`src/rtl/sfifo_level.sv`:
```
// sfifo_level: synchronous show-ahead FIFO with registered fill level and
// registered full / almost-full / empty / almost-empty flags.
// Flags are computed from the next-cycle fill so they are exact one cycle
// after the event that changes the level. Memory contents are not reset.
module sfifo_level #(
  parameter int BW                = 16,
  parameter int LGFLEN            = 3,
  parameter int AFULL_LVL         = (1 << LGFLEN) - 1,
  parameter int AEMPTY_LVL        = 1,
  parameter bit OPT_WRITE_ON_FULL = 1'b0
) (
  input  logic              i_clk,
  input  logic              i_reset_n,
  input  logic              i_wr,
  input  logic [BW-1:0]     i_data,
  output logic              o_full,
  output logic              o_afull,
  output logic [LGFLEN:0]   o_fill,
  input  logic              i_rd,
  output logic [BW-1:0]     o_data,
  output logic              o_empty,
  output logic              o_aempty
);

  localparam int D = 1 << LGFLEN;

  localparam logic [LGFLEN:0] ONE      = (LGFLEN+1)'(1);
  localparam logic [LGFLEN:0] FILL_MAX = (LGFLEN+1)'(D);
  localparam logic [LGFLEN:0] AFULL_V  = (LGFLEN+1)'(AFULL_LVL);
  localparam logic [LGFLEN:0] AEMPTY_V = (LGFLEN+1)'(AEMPTY_LVL);

  logic [BW-1:0]   mem_q [D];

  logic [LGFLEN:0] wr_ptr_q, wr_ptr_d;
  logic [LGFLEN:0] rd_ptr_q, rd_ptr_d;
  logic [LGFLEN:0] fill_q,   fill_d;
  logic            full_q,   full_d;
  logic            empty_q,  empty_d;
  logic            afull_q,  afull_d;
  logic            aempty_q, aempty_d;

  logic            wr_ok;
  logic            rd_ok;

  // Accept logic, pointer advance, next fill and next-cycle flags.
  always_comb begin
    rd_ok    = i_rd && !empty_q;
    // A write while full is only legal when the head is popped in the same
    // cycle, in which case it lands in the slot being freed.
    wr_ok    = i_wr && (!full_q || (OPT_WRITE_ON_FULL && i_rd));

    wr_ptr_d = wr_ptr_q;
    rd_ptr_d = rd_ptr_q;
    fill_d   = fill_q;

    if (wr_ok) begin
      wr_ptr_d = wr_ptr_q + ONE;
    end
    if (rd_ok) begin
      rd_ptr_d = rd_ptr_q + ONE;
    end

    case ({wr_ok, rd_ok})
      2'b10:   fill_d = fill_q + ONE;
      2'b01:   fill_d = fill_q - ONE;
      default: fill_d = fill_q;
    endcase

    full_d   = (fill_d == FILL_MAX);
    empty_d  = (fill_d == '0);
    afull_d  = (fill_d >= AFULL_V);
    aempty_d = (fill_d <= AEMPTY_V);
  end

  // Pointer, level and flag registers with synchronous active-low reset.
  always_ff @(posedge i_clk) begin
    if (!i_reset_n) begin
      wr_ptr_q <= '0;
      rd_ptr_q <= '0;
      fill_q   <= '0;
      full_q   <= 1'b0;
      empty_q  <= 1'b1;
      afull_q  <= (AFULL_LVL == 0);
      aempty_q <= 1'b1;
    end else begin
      wr_ptr_q <= wr_ptr_d;
      rd_ptr_q <= rd_ptr_d;
      fill_q   <= fill_d;
      full_q   <= full_d;
      empty_q  <= empty_d;
      afull_q  <= afull_d;
      aempty_q <= aempty_d;
    end
  end

  // Storage array; written only on an accepted write outside reset.
  always_ff @(posedge i_clk) begin
    if (i_reset_n && wr_ok) begin
      mem_q[wr_ptr_q[LGFLEN-1:0]] <= i_data;
    end
  end

  // Show-ahead head word and registered status outputs.
  always_comb begin
    o_data   = mem_q[rd_ptr_q[LGFLEN-1:0]];
    o_fill   = fill_q;
    o_full   = full_q;
    o_empty  = empty_q;
    o_afull  = afull_q;
    o_aempty = aempty_q;
  end

endmodule
```
`config.mk`:
```
export PLATFORM = sky130hd
export DESIGN_NAME = sfifo_level
export DESIGN_NICKNAME = d
export VERILOG_FILES = /design/src/rtl/sfifo_level.sv
export SDC_FILE = /design/constraint.sdc
export NUM_CORES = 1
export LEC_CHECK = 0
export CORE_MARGIN = 3
export CORE_UTILIZATION = 55
export DETAILED_ROUTE_END_ITERATION = 10
export PLACE_DENSITY = 0.87
export SYNTH_ARGS = -nofsm -noshare
export SYNTH_HDL_FRONTEND = slang
export SYNTH_SLANG_ARGS = --single-unit
export TNS_END_PERCENT = 20
```
`constraint.sdc`:
```
create_clock -name i_clk -period 9.6 [get_ports i_clk]
set_input_delay 1.92 -clock i_clk [delete_from_list [all_inputs] [get_ports i_clk]]
set_output_delay 1.92 -clock i_clk [all_outputs]
set_load 0.01 [all_outputs]
```
==> results.cfg, run 1 <==
[run_status]
status = complete, no violations

[finish]
drive_above_1_share = 0.217
fillCellCount = 575
stdcell_count = 479
multi_input_area_mm2 = 0.00152
final_area_mm2 = 0.00700
seq_area_mm2 = 0.00419
syn_to_final_growth_pct = 21.7
num-nets-final = 358
diodes = 0

[sta]
worst_pin_slew_ns = 1.09
setup_slack_ns = 4.70
skew_ns = 0.00660
hold_viol_final = 0
finalCriticalPeriod_ns = 4.90
finalSetupViolations = 0
setup_tns_ns = 0
slew_headroom = 0.275
fin_crit_sh = 0.510
clock.fmax_ghz = 0.204
slew_violations = 0
rsz0062_at_grt = false

[setup_path]
worstPathRequired_ns = 7.68
rr_startpoint = o_full
critPathKind = flop to primary output
start_kind = flop
worstSetupEndpointType = primary output
reg2reg_to = o_empty
reg2reg_setup_slack_ns = 7.10
crit_fanout = 32
worstRegToRegCells = 10
worstPathArrival_ns = 2.98

[floorplan]
core_area_mm2 = 0.00995
start_util = 0.578
io_pins = 44
die_x_um = 108
num_rows = 36
die_area_mm2 = 0.0117
die_h_um = 108

[placement]
port_buffers = 43
dp.cells = 447
dp_slack_ns = 5.07
hpwlAfterDp_um = 5900
placed_cell_area_mm2 = 0.00635
gp_congestion = 0.744

[clocking]
cts_buffers = 17
holdBufCountCts = 0
cts_resized = 0
htreeDepth = 4
worstSkewPairLatency_ns = 0.52
clkTransAtPathRegs_ns = 0.06
clockBufferDepth = 2
clock-sinks = 145
root_buffer = clkbuf_8
cts_tree = done
cts_setup_buffers = 0

[yosys]
synth_area_per_cell_um2 = 20.5
synthTopCellsByCount = edfxtp_1 (128), mux4_1 (22), dfxtp_1 (17)
synth_nets = 305
synth_mux_area_frac = 0.181
syn_inst = 280
ys_seq_area_frac = 0.727
synth_top_family_by_area = multiplexers
yosys-top-cells-area = edfxtp_1 (67%), mux4_1 (10%), dfxtp_1 (5.9%)
netlist_area_mm2 = 0.00575
yosysTopAreaCell = edfxtp_1
synth_compound_area_frac = 0.0170
synth_top_cell_area_share = 0.668
ys.flop_type = edfxtp_1
ys_warn_count = 0
synth_fa_ha_area_frac = 0.0109
synth-xor-area-share = 0.00914
async_flop_share = 0
synth.most_common_cell = edfxtp_1
synth-seq-cells = 145
synth_cell_type_count = 37
synth_edf_count = 128
yosys.area_share.simple = 0.0381

[power]
powerDensity_mw_per_mm2 = 234
p_leak_nw = 2.32
peakVddDrop_uv = 141

[routing]
vias = 2780
dr.max_layer_used = met4
ant_nets = 0
met2_length_um = 5570
wl_per_cell_um = 22.2
avgViaCountPerCell = 5.80
wl_met1_um = 4270
wl_met3_um = 696
first_pass_iters = 4
drc = 0
finalWirelength_um = 10600
drtIter0Drc = 220

[worst_hold_path]
min_from = wr_ptr_q[0]
hold_end = wr_ptr_q[0]
worstHoldPathCells = 2
holdCritPathClass = flop to flop

[global_routing]
grt_pass1_wl_um = 16700
antenna_found_initial = 0
grt_pass1_vias = 2886
grt_util_all_layers = 0.202
grt-ovfl-total = 0
grt_max_degree = 33

[run]
drv_cap = 0
-- registers in the layout, indices dropped and copies added, names as in the netlist, named ones only --
name,flops
o_fill,4
rd_ptr_q,3
o_full,1
wr_ptr_q,3
mem_q,128
o_aempty,1
o_afull,1
o_empty,1
-- how the worst max path moves through the flow --
| stage | startpoint | endpoint |
|---|---|---|
| after floorplan | i_wr | mem_q[3][0] |
| final | flop | o_data[4] |
| after global placement | i_wr | o_empty |
| after global routing | flop | o_data[4] |
| after detailed placement | i_wr | o_empty |
| after CTS | flop | o_data[4] |
-- per-stage QoR --
step                      hold slack (ns)  utilization  total power, mW
after CTS                           0.563        0.703             1.65
after detailed placement            0.547        0.638            0.940
after floorplan                     0.489            -            0.866
after global placement              0.531        0.638            0.931
final                               0.556        0.703             1.64
after global routing                0.611        0.703             1.70
-- layer usage --
| metal | vias up | GRT usage |
|---|---|---|
| li1 | 1264 | - |
| met1 | 1411 | 0.274 |
| met2 | 99 | 0.326 |
| met3 | 6 | 0.0651 |
| met4 | 0 | 0.0460 |
| met5 | - | 0 |
-- worst max-delay path, stage by stage (launching register included) --
cell and delay, ns:
dfxtp_2 0.98, mux4_1 0.69, mux2_2 0.29, clkdlybuf4s50_1 0.50
-- where the power goes --
group,internal (mW),switching [mW],total [mW]
registers,0.705,0.0291,0.734
clock network,0.454,0.258,0.712
logic,0.115,0.0777,0.193
-- layout make-up --
class                           instances  share of cell area
Sequential cell                       145               0.598
Multi-Input combinational cell        119               0.218
Timing Repair Buffer                   49              0.0679
Clock buffer                           18              0.0597
Clock inverter                         14              0.0322
Tap cell                              133              0.0238
Inverter                                1            0.000536
-- cell usage in the layout, fill, tap and decap left out, types with 2 or more instances in the layout --
cell | synthesis | layout
clkdlybuf4s50_1 | 0 | 43
nor3_1 | 5 | 3
nor3_4 | 0 | 2
o21ai_0 | 2 | 2
nor2b_1 | 6 | 6
nand2_1 | 12 | 12
ha_1 | 5 | 5
and2_1 | 4 | 4
clkbuf_16 | 0 | 16
dfxtp_1 | 17 | 16
nand3_1 | 2 | 2
bufinv_16 | 0 | 5
edfxtp_1 | 128 | 128
a21o_1 | 2 | 2
mux2_2 | 16 | 16
inv_6 | 0 | 6
xor2_1 | 3 | 3
mux4_2 | 10 | 10
xnor2_1 | 3 | 3
nor4b_2 | 0 | 3
nand2b_1 | 2 | 2
a21oi_2 | 2 | 2
mux4_1 | 22 | 22
buf_4 | 0 | 6
mux2i_1 | 3 | 3
nor2_1 | 3 | 2
a21boi_0 | 4 | 4
-- cells by family after synthesis --
logic type | after synthesis
AOI/OAI and AO/OA | 14
xor gates and xnor gates | 6
adders and majority gates | 5
buffers and inverters | 16
DFF | 145
muxes | 53
and+or+nand+nor | 41
No activity file was read; power rests on OpenSTA's default activity.
==> run 2, diff against run 1 <==
Settings changed: CORE_UTILIZATION 55 to 52, PLACE_DENSITY 0.87 to 0.86.
Clock period 9.6 ns to 4.3 ns, I/O delays scaled along.
==> run 2 against run 1 <==
- utilization shrank 4.3 points
- clock skew grew 0.0055 ns
- sequential cell count is the same
- clock power grew 98%
- die area grew 5.4%
- first-iteration DRC count shrank 4.1%
- wire length grew 1.8%
- hold slack lost 0.0026 ns
- non-clock buffer count grew 6
- combinational power grew 130%
- clock-buffer cell count shrank 1
- largest cell class unchanged
==> results.cfg, run 2 (synthesis gave the netlist of run 1 again) <==
[clocking]
clockBufferDepth = 2
clkTransAtPathRegs_ns = 0.07
cts_resized = 0
clock-sinks = 145
root_buffer = clkbuf_8
worstSkewPairLatency_ns = 0.53
htreeDepth = 4
cts_setup_buffers = 0
cts_buffers = 17
holdBufCountCts = 0
cts_tree = done

[floorplan]
core_area_mm2 = 0.0106
die_area_mm2 = 0.0124
io_pins = 44
die_h_um = 111
num_rows = 37
die_x_um = 111
start_util = 0.545

[finish]
syn_to_final_growth_pct = 21.1
layout_common_cells = edfxtp_1 (128), clkdlybuf4s50_1 (43), mux4_1 (22)
final_util = 0.660
fillCellCount = 665
diodes = 0
drive_above_1_share = 0.230
stdcell_count = 488
layout_commonest_cell = edfxtp_1
multi_input_area_mm2 = 0.00151
seq_area_mm2 = 0.00419
largest_reg_flops = 128
num-nets-final = 364

[setup_path]
critPathKind = flop to primary output
crit_fanout = 20
worstPathRequired_ns = 3.44
cpPeakStageDelay_ns = 0.72
start_kind = flop
worstPathArrival_ns = 2.94
reg2reg_setup_slack_ns = 1.70
worstSetupEndpointType = primary output
crit_chain = buf_4 -> mux4_1 -> mux2_2 -> clkdlybuf4s50_1
critPathSlowestCell = dfxtp_2

[routing]
ant_nets = 0
drc = 0
wl_per_cell_um = 22.2
drtIter0Drc = 211
finalWirelength_um = 10800
avgViaCountPerCell = 5.79
first_pass_iters = 4
vias = 2825

[placement]
port_buffers = 43
gp_congestion = 0.731
hpwlAfterDp_um = 5990
dp_slack_ns = 0.717
dp.cells = 456

[sta]
rsz0062_at_grt = false
setup_slack_ns = 0.496
fin_crit_sh = 0.885
slew_violations = 0
clock.fmax_ghz = 0.263
setup_tns_ns = 0
finalCriticalPeriod_ns = 3.80
skew_ns = 0.0121
slew_headroom = 0.392
worst_pin_slew_ns = 0.911
whs_ns = 0.554
hold_viol_final = 0
finalSetupViolations = 0

[run]
drv_cap = 0

[power]
peakVddDrop_uv = 285
powerDensity_mw_per_mm2 = 501
p_leak_nw = 2.32

[worst_hold_path]
holdCritPathClass = flop to flop

[run_status]
status = complete, no violations

[global_routing]
grt_pass1_wl_um = 17100
grt_util_all_layers = 0.188
antenna_found_initial = 0
grt_max_degree = 33
grt_pass1_vias = 2988
grt-ovfl-total = 0
[run 2: cell count changes in the layout (fill, tap and decap cells not counted), moves of 2 or more]
| cell | delta |
|---|---|
| buf_4 | +6 |
| bufinv_16 | -4 |
| inv_8 | +4 |
| inv_6 | -2 |
| nor3_2 | +2 |
| nor3_4 | -2 |
[run 2: layer usage]
metal,global-route usage,share of wire,vias to the layer above
met1,0.236,0.39,1432
met3,0.0628,0.063,16
li1,-,-,1273
met4,0.0697,0.018,0
met2,0.308,0.53,104
met5,0,0,-
[run 2: per-stage QoR]
stage | area [um2] | total power, mW
floorplan | 5750 | 1.93
global placement | 6390 | 2.08
detailed placement | 6390 | 2.11
CTS | 6970 | 3.52
global route | 6970 | 3.62
finish | 6970 | 3.49
[run 2: layout make-up]
class / instances / share of cell area
clock inverter: 15 / 0.0237
multi-input combinational: 119 / 0.217
tap: 136 / 0.0244
sequential: 145 / 0.601
inverter: 1 / 0.000539
clock buffer: 17 / 0.0594
timing repair buffer: 55 / 0.0747
[run 2: worst max-delay path: cells and delay by family, from the launching register on]
family | cells | cell delay, ns
buf+inv | 2 | 0.82
flops | 1 | 0.72
mux | 2 | 0.87
[run 2: power breakdown]
| group | leakage, nW | switching, mW | internal, mW |
|---|---|---|---|
| combinational | 0.742 | 0.189 | 0.264 |
| sequential | 1.30 | 0.0517 | 1.57 |
| clock | 0.280 | 0.615 | 0.797 |
[run 2: worst paths after layout]
| check | end | cells past startpoint | startpoint |
|---|---|---|---|
| setup / recovery | o_data[11] | 4 | flop |
| hold / removal | wr_ptr_q[0] | 2 | wr_ptr_q[0] |
| setup reg to reg | o_empty | 10 | o_full |
| hold reg to reg | wr_ptr_q[0] | 2 | wr_ptr_q[0] |
